<file path="config.mk">
export PLATFORM = sky130hd
export DESIGN_NAME = ps2_kbd
export DESIGN_NICKNAME = d
export VERILOG_FILES = /design/src/rtl/ps2_kbd_pkg.sv /design/src/rtl/ps2_kbd_fifo.sv /design/src/rtl/ps2_kbd.sv
export SDC_FILE = /design/constraint.sdc
export NUM_CORES = 1
export LEC_CHECK = 0
export BUFFER_PORTS_ARGS = -buffer_cell sky130_fd_sc_hd__buf_2
export CAP_MARGIN = 20
export CORE_ASPECT_RATIO = 1.5
export CORE_MARGIN = 2
export CORE_UTILIZATION = 55
export DETAILED_ROUTE_END_ITERATION = 8
export GPL_TIMING_DRIVEN = 0
export PLACE_DENSITY_LB_ADDON = 0.12
export RECOVER_POWER = 25
export SYNTH_ARGS = -nofsm -noshare
export SYNTH_HDL_FRONTEND = slang
export SYNTH_SLANG_ARGS = --single-unit
</file>
<file path="constraint.sdc">
create_clock -name clk -period 2.2 [get_ports clk]
set_input_delay 0.11 -clock clk [delete_from_list [all_inputs] [get_ports clk]]
set_output_delay 0.11 -clock clk [all_outputs]
set_load 0.03 [all_outputs]
</file>
<file path="src/rtl/ps2_kbd_pkg.sv">
// Shared keyboard-path constants and the PS/2 frame validity check.
// Imported by the receiver top and its scan-code FIFO.
package ps2_kbd_pkg;

    localparam int KbWidth        = 8;
    localparam int PS2_FRAME_BITS = 11;
    localparam logic [31:0] KBD_ADDR = 32'hFFFF_0100;
    localparam logic [31:0] KBD_LEN  = 32'd4;

    // shreg holds {parity, d7..d0, start}; stop is the bit arriving with the last fall.
    function automatic logic frame_ok(input logic [9:0] shreg, input logic stop);
        return (shreg[0] == 1'b0) && stop && (^shreg[9:1]);
    endfunction

endpackage

</file>
<file path="src/rtl/ps2_kbd_fifo.sv">
// Show-ahead synchronous scan-code FIFO: the head is always visible on rdata.
// Pointers carry one extra wrap bit to tell full from empty.
module kbd_fifo
    import ps2_kbd_pkg::*;
#(
    parameter int FIFO_DEPTH = 8,
    parameter int DATA_W     = KbWidth
) (
    input  logic              clk,
    input  logic              clrn,
    input  logic              push,
    input  logic              pop,
    input  logic [DATA_W-1:0] wdata,
    output logic [DATA_W-1:0] rdata,
    output logic              empty,
    output logic              full
);

    localparam int AW = $clog2(FIFO_DEPTH);

    logic [DATA_W-1:0] mem [FIFO_DEPTH];
    logic [AW:0]       wptr;
    logic [AW:0]       rptr;
    logic              do_push;
    logic              do_pop;

    assign empty   = (wptr == rptr);
    assign full    = (wptr[AW] != rptr[AW]) && (wptr[AW-1:0] == rptr[AW-1:0]);
    assign do_pop  = pop & ~empty;
    assign do_push = push & (~full | do_pop);
    assign rdata   = mem[rptr[AW-1:0]];

    always_ff @(posedge clk) begin
        if (!clrn) begin
            wptr <= '0;
            rptr <= '0;
        end else begin
            if (do_push) wptr <= wptr + 1'b1;
            if (do_pop)  rptr <= rptr + 1'b1;
        end
    end

    always_ff @(posedge clk) begin
        if (do_push) mem[wptr[AW-1:0]] <= wdata;
    end

endmodule

</file>
<file path="src/rtl/ps2_kbd.sv">
// PS/2 keyboard receiver: pin synchronizer, 11-bit frame deserializer with
// timeout, and the scan-code FIFO read by the MMIO keyboard path.
module ps2_kbd
    import ps2_kbd_pkg::*;
#(
    parameter int FIFO_DEPTH     = 8,
    parameter int TIMEOUT_CYCLES = 50000
) (
    input  logic               clk,
    input  logic               clrn,
    input  logic               ps2_clk,
    input  logic               ps2_data,
    input  logic               sig_rd_kb,
    output logic [KbWidth-1:0] kb_rdata,
    output logic               kb_ready,
    output logic               overflow,
    output logic               frame_err
);

    localparam int         IdleW    = $clog2(TIMEOUT_CYCLES + 1);
    localparam logic [3:0] STOP_IDX = 4'(PS2_FRAME_BITS - 1);

    function automatic logic [IdleW-1:0] sat_inc(input logic [IdleW-1:0] v);
        return (v == '1) ? v : v + 1'b1;
    endfunction

    logic               ps2_clk_p0, ps2_clk_p1, ps2_clk_p2;
    logic               ps2_data_p0, ps2_data_p1;
    logic               fall;
    logic [3:0]         bit_cnt;
    logic [IdleW-1:0]   idle_cnt;
    logic [9:0]         shreg;
    logic               frame_vld_p3;
    logic               frame_ok_p3;
    logic [KbWidth-1:0] frame_byte_p3;
    logic               fifo_push;
    logic               fifo_pop;
    logic               fifo_empty;
    logic               fifo_full;
    logic               ovf_event;

    // Stage p0/p1: two-flop synchronizers; p2: clock history for edge detect
    assign fall = ps2_clk_p2 & ~ps2_clk_p1;

    always_ff @(posedge clk) begin
        if (!clrn) begin
            ps2_clk_p0   <= 1'b1;
            ps2_clk_p1   <= 1'b1;
            ps2_clk_p2   <= 1'b1;
            ps2_data_p0  <= 1'b1;
            ps2_data_p1  <= 1'b1;
            bit_cnt      <= '0;
            idle_cnt     <= '0;
            frame_vld_p3 <= 1'b0;
            overflow     <= 1'b0;
        end else begin
            ps2_clk_p0   <= ps2_clk;
            ps2_clk_p1   <= ps2_clk_p0;
            ps2_clk_p2   <= ps2_clk_p1;
            ps2_data_p0  <= ps2_data;
            ps2_data_p1  <= ps2_data_p0;
            frame_vld_p3 <= 1'b0;
            if (fall) begin
                idle_cnt <= '0;
                if (bit_cnt == STOP_IDX) begin
                    bit_cnt      <= '0;
                    frame_vld_p3 <= 1'b1;
                end else begin
                    bit_cnt <= bit_cnt + 1'b1;
                end
            end else if (bit_cnt == '0) begin
                idle_cnt <= '0;
            end else if (idle_cnt == IdleW'(TIMEOUT_CYCLES)) begin
                bit_cnt <= '0;
            end else begin
                idle_cnt <= sat_inc(idle_cnt);
            end
            if (ovf_event) overflow <= 1'b1;
        end
    end

    // Stage p3: frame verdict and byte, registered on the stop-bit fall
    always_ff @(posedge clk) begin
        if (fall) begin
            shreg <= {ps2_data_p1, shreg[9:1]};
            if (bit_cnt == STOP_IDX) begin
                frame_ok_p3   <= frame_ok(shreg, ps2_data_p1);
                frame_byte_p3 <= shreg[8:1];
            end
        end
    end

    assign frame_err = frame_vld_p3 & ~frame_ok_p3;
    assign fifo_pop  = sig_rd_kb & ~fifo_empty;
    assign fifo_push = frame_vld_p3 & frame_ok_p3 & (~fifo_full | fifo_pop);
    assign ovf_event = frame_vld_p3 & frame_ok_p3 & fifo_full & ~fifo_pop;
    assign kb_ready  = ~fifo_empty;

    kbd_fifo #(
        .FIFO_DEPTH(FIFO_DEPTH),
        .DATA_W    (KbWidth)
    ) u_fifo (
        .clk  (clk),
        .clrn (clrn),
        .push (fifo_push),
        .pop  (fifo_pop),
        .wdata(frame_byte_p3),
        .rdata(kb_rdata),
        .empty(fifo_empty),
        .full (fifo_full)
    );

endmodule
</file>
== Yosys cells after proc, flatten, opt, wreduce, memory -nomap -nowiden ==
Memory sizes are Yosys's and may differ from the RTL's. A register that Yosys moved wholly into a read port is not among the register bits.
Cells that the tools add are included.

* Flip-flop bits (word level): 54
* RAM bits: 64
* Output and inout bits: 11
* Logic and storage cells: 66
* Memories kept: 1

* $add $sub $neg: 4
* Eq/ne operators: 7
* Multiplexer cells: 9
* Bitwise operators: 20
* Reductions and logical operators: 11

{| class="wikitable"
|+ Memory list
! memory !! depth !! width !! read ports !! clocked after memory_dff !! wr ports !! RTL line !! RTL
|-
| u_fifo.mem || 8 || 8 || 1 || 1 || 1 || ps2_kbd_fifo.sv:21 || <nowiki>logic [DATA_W-1:0] mem [FIFO_DEPTH];</nowiki>
|}

{| class="wikitable"
|+ Operator list
! kind !! number
|-
| 16-bit equality test (second input constant) || 2
|-
| 16-bit by 1-bit adder with 16-bit output (second input constant) || 1
|-
| 4-bit two-way mux || 4
|-
| 4-bit by 1-bit adder with 4-bit output (second input constant) || 3
|-
| 1-bit AND || 9
|-
| 1-bit NOT || 9
|-
| 9-bit parity || 1
|-
| 2-bit AND reduction || 4
|-
| 3-bit two-way mux || 2
|-
| 4-bit equality test || 1
|-
| 4-bit equality test (second input constant) || 1
|-
| 4-bit zero test || 1
|-
| 3-bit equality test || 1
|-
| 1-bit logical AND || 3
|-
| 1-bit two-way mux || 3
|-
| 3-bit OR reduction || 1
|-
| 2-bit != test (second input constant) || 1
|-
| 1-bit bitwise OR || 2
|-
| 2-bit nonzero test || 1
|-
| 1-bit != test || 1
|}

== Longest topological paths before layout ==
* Depth after elaboration: 8
* Depth in mapped cells: 8
* Depth with buffers taken out: 6

== By module ==
A second synthesis with hierarchy kept.

* Cells, all modules: 349
* Area total of the unflattened synthesis: 5,001.0 um2

{| class="wikitable"
|+ Modules (own cells, without submodules)
! module !! times used !! cells an instance !! area each (um2) !! seq. area each (um2)
|-
| kbd_fifo || 1 || 164 || 2,989.1 || 2,142.1
|-
| ps2_kbd || 1 || 185 || 2,011.9 || 1,111.1
|}

== Worst setup path before layout ==
No wires, ideal clock.

* Path kind: flip-flop to flip-flop
* From: register u_fifo.wptr[0]
* To: memory u_fifo.mem[3][0] in the netlist's numbering, enable pin
* Library setup time: 0.333 ns
* Data arrival time: 1.566 ns
* Data required time: 1.867 ns
* Setup slack: 0.301 ns
* Cell stages (with the launch flop): 6
* Cells stage by stage: dfxtp_1 buf_2 xor2_1 nor3_2 a21oi_2 and4b_1

* Word-level cells in the longest chain between the ends: 8
* Elaborated cells on any way between the ends: 13
* Classes of those cells: 2 x eq/ne; 2 x mux; 8 x bitwise; 1 x reduce/logical

{| class="wikitable"
|+ Ends and longest elaborated chain
! what !! RTL line !! RTL
|-
| start: declaration || ps2_kbd_fifo.sv:22 || <nowiki>logic [AW:0] wptr;</nowiki>
|-
| start signal: assignment || ps2_kbd_fifo.sv:38 || <nowiki>if (do_push) wptr <= wptr + 1'b1;</nowiki>
|-
| 4-bit equality test or 3-bit equality test (tied branches) || ps2_kbd_fifo.sv:27, ps2_kbd_fifo.sv:28 ||
|-
| 1-bit NOT or 1-bit logical AND (tied branches) || ps2_kbd_fifo.sv:29, ps2_kbd.sv:94, ps2_kbd_fifo.sv:28 ||
|-
| 1-bit AND or 1-bit NOT (tied branches) || ps2_kbd.sv:94, ps2_kbd_fifo.sv:30, ps2_kbd.sv:95 ||
|-
| 1-bit bitwise OR or 1-bit AND (tied branches) || ps2_kbd.sv:95, ps2_kbd_fifo.sv:29 ||
|-
| 1-bit AND or 1-bit bitwise OR (tied branches) || ps2_kbd.sv:95, ps2_kbd_fifo.sv:30 ||
|-
| 1-bit AND || ps2_kbd_fifo.sv:30 || <nowiki>assign do_push = push & (~full | do_pop);</nowiki>
|-
| 1-bit two-way mux || ps2_kbd_fifo.sv:44 || <nowiki>if (do_push) mem[wptr[AW-1:0]] <= wdata;</nowiki>
|-
| 1-bit two-way mux (implied by the code) || ps2_kbd_fifo.sv:44 ||
|-
| end: declaration || ps2_kbd_fifo.sv:21 ||
|}

Parallel ways exist; a longest one is shown, timed or not.

==> reports/results.txt <==
For the worst setup path, the data arrival time is 1.98 ns. The sequential power share was 0.471; the number of nets in the final layout was 403. The completed layout was analyzed and its total power is 5.15 mW. The hold slack is 0.0298 ns, and the number of nets produced by synthesis is 365. The number of diodes came out at 0. The slew at the pin closest to its max-slew limit is 0.729 ns. The largest individual stage delay along the critical path comes from the cell mux4_2. The synthesized instance count came out at 353. For this design the total switching power over the nets is 0.984 mW. The dominant register cell in the synthesized netlist was edfxtp_1.

The area share of the leading cell type in the synthesized netlist is 0.484. Setup repair after global routing left no endpoint under its margin. Pin count of the biggest net entering global routing: 17.

Largest area contributor in the netlist: edfxtp_1. The tools report the final hold violation count as 0. Traced cell by cell, the critical path runs through buf_6, buf_4, mux4_2, mux2_2, buf_2.

The layout-stage area growth over the synthesis result is 17.5%, and the switching fraction of total power is 0.191. The min-delay analysis places its worst path in the category input port to register. The overflow left after global routing is 0, and the clock insertion delay at the later pin of the skew report is 0.41 ns. In this run, distinct cell masters in the synthesized netlist total 52.

For this design, the sink count on the clock tree is 121. The clock-pin slew of the registers on the worst-case setup and hold paths is 0.05 ns, and the final RePlAce weighted congestion is 0.886. The share of synthesized registers carrying an async set or reset was 0.

Counting flops and latches in the post-synthesis netlist gives 121. Number of nets still failing antenna checks after routing: 0. Dividing total power by cell area gives a power density of 850 mW/mm^2.

Setup violations remaining at the end of the flow were counted as 0. By startpoint and endpoint, the worst setup path is classified as register to output pin. Port buffering added 15 buffers. The run finished with clean final reports. For this block, the via count after detailed routing is 2,980. The die is 83.0 um wide. The top cell types in the final layout, fill and taps aside, are edfxtp_1 (83), dfxtp_1 (37), buf_2 (18). Family of cells with the greatest summed delay on the critical path: multiplexers. The initialized floorplan defines 43 standard-cell rows.

The run gives 0.689 mV as the peak ir drop on the vdd network. Standard cell core area: 0.00920 mm^2. The logs give 0.631 for the sequential fraction of the synthesis area and 2 for the number of buffers on the longest clock path. The critical path contains buffers and inverters numbering 3 combined. The HPWL after detailed placement is 6240 um, and the maximum net fanout on the critical path is 5. The leakage power was 2.05 nW; the top-level I/O count was 16. For this run, the slowest stage of the critical path takes 0.51 ns. For the worst max-slew margin expressed relative to the limit, the log shows 0.514. The logs give 4 for the number of iterations in the first detailed-routing pass and 17 for the number of buffers inserted during clock tree synthesis.

A synthesized cell averages 14.6 um^2. After routing, the total negative slack on setup checks comes to 0 ns. The root buffer cell chosen for the clock tree is clkbuf_16.

The fraction of the core area covered by cells at the end of the flow was 0.658. The run gives 480 as the cell count after placement. The tools report the final non-filler cell area as 0.00605 mm^2. The worst setup path is captured at an output pin.

The number of synthesized flops with an enable pin was 83. The routed length per placed instance is 17.9 um. The fraction of final layout cells with drive strength greater than 1 is 0.248, and the worst clock skew is 0.00604 ns. The first global-routing pass estimated 15,000 um of wire. The overall die area is 0.0102 mm^2.

The logs give 0.518 for the relative contribution of the clock network to total power and 4.16 mW for the internal cell power. The worst setup path is launched from a register. Timing would allow up to 478 MHz. After the flow finishes, the layout carries non-filler instances totaling 516. The logs give 0.560 for the initial core utilization and 0.107 ns for the worst-case setup margin in the final layout. The via count of the first global-routing pass came out at 2,980.

Part of the power in combinational logic: 0.011. Counting I/O delays and the setup requirement, the final critical path takes 2.09 ns. The number of antenna violations at the first check in global routing is 0.

The library cell used most frequently in the layout, excluding fill and tap cells, is edfxtp_1. After detailed routing, the number of vias per cell comes to 5.78. Summing every instance area after synthesis gives 0.00515 mm^2.

After detailed routing, the total wire length is 9220 um. For the DRC violation count after routing, the log shows 0. TritonCTS built the clock tree. The setup slack after placement was -0.149 ns; the worst endpoint required time was 2.09 ns.

Max-cap violations in this run came to 0. For the overall routing resource usage, the log shows 0.197. Max-slew violation count: 0. The number of warnings reported in the yosys synthesis log is 0, and the area after detailed placement is 0.00537 mm^2.

The H-tree depth was 4; the die extent in y was 123 um. Share of the clock period used by the worst path: 0.951. By area the synthesized netlist is led by edfxtp_1 (48%), dfxtp_1 (15%), mux4_2 (7.0%), mux2_2 (2.0%), mux2i_1 (1.7%). Number of DRC markers after the initial detailed-route iteration: 153.
## registers in the layout, indices dropped and copies added (netlist names), 4 cells and up, named ones only
signal         count
bit_cnt            4
frame_byte_p3      8
idle_cnt          16
shreg             10
u_fifo.mem        64
u_fifo.rptr        4
u_fifo.wptr        4
## cells by family after synthesis
| kind of cell | Yosys count | synth area share |
|---|---|---|
| AND/OR/NAND/NOR | 108 | 0.137 |
| flip-flops | 121 | 0.631 |
| buffers and inverters | 31 | 0.0296 |
| multiplexers | 34 | 0.107 |
| adder cells (fa/ha/maj) | 7 | 0.0170 |
| XOR/XNOR | 13 | 0.0248 |
| AO/OA/AOI/OAI | 39 | 0.0532 |
## repair_timing
action                     4_1_cts  5_1_grt
gates resized for setup         15        7
hold buffers                     2        0
gates cloned                     0        0
hold endpoints to repair         2        0
setup buffers                    0        3
setup endpoints to repair       57       67
## area by class of cell
| cell class | instances | area (um^2) |
|---|---|---|
| well taps | 112 | 140 |
| flip-flops and latches | 121 | 3250 |
| repair buffers | 20 | 118 |
| clock inverters | 11 | 123 |
| multi-input cells | 201 | 1790 |
| inverters | 11 | 41.3 |
| fillers | 630 | 3150 |
| plain buffers | 19 | 133 |
| clock buffers | 21 | 460 |
## metal layers
layer	track usage	up-vias	part of all wire
met5	0	-	0
met4	0.0994	0	0.017
met3	0.0457	13	0.024
met2	0.353	36	0.55
met1	0.220	1477	0.41
li1	-	1454	-
## worst paths after layout
kind | startpoint | to | slack [ns] | cells after the start
worst min register to register | ps2_clk_p0 | ps2_clk_p1 | 0.41 | 1
worst min-delay path | sig_rd_kb | u_fifo.rptr[3] | 0.03 | 3
worst max register to register | u_fifo.wptr[1] | u_fifo.mem[0][6] | 0.15 | 5
worst max-delay path | register | kb_rdata[4] | 0.11 | 5
## Yosys cell counts, drive strengths merged, types with 3 or more instances
library cell,instances
a21oi,14
and2,4
and3,5
and4,7
and4b,3
buf,13
clkbuf,7
dfxtp,38
edfxtp,83
ha,7
inv,11
mux2,9
mux2i,9
mux4,16
nand2,16
nand2b,14
nand3,13
nand4,8
nor2,7
nor3,3
nor4,3
o21ai,4
o31ai,11
or4,11
xnor2,7
xor2,5
## tightest hold or removal path, delay by kind of cell
family                 cells  cell delay (ns)
AOI/OAI and AO/OA          2             0.16
buffers and inverters      1             0.12
## power by group through the flow
stage / Sequential [mW] / Clock, mW / Combinational [mW]
floorplan: 2.47 / 0 / 0.0406
global placement: 2.47 / 0 / 0.0545
detailed placement: 2.47 / 0 / 0.0554
CTS: 2.43 / 2.71 / 0.0585
global route: 2.43 / 2.82 / 0.0641
finish: 2.43 / 2.66 / 0.0578
Power figures use the tool's default switching activity.
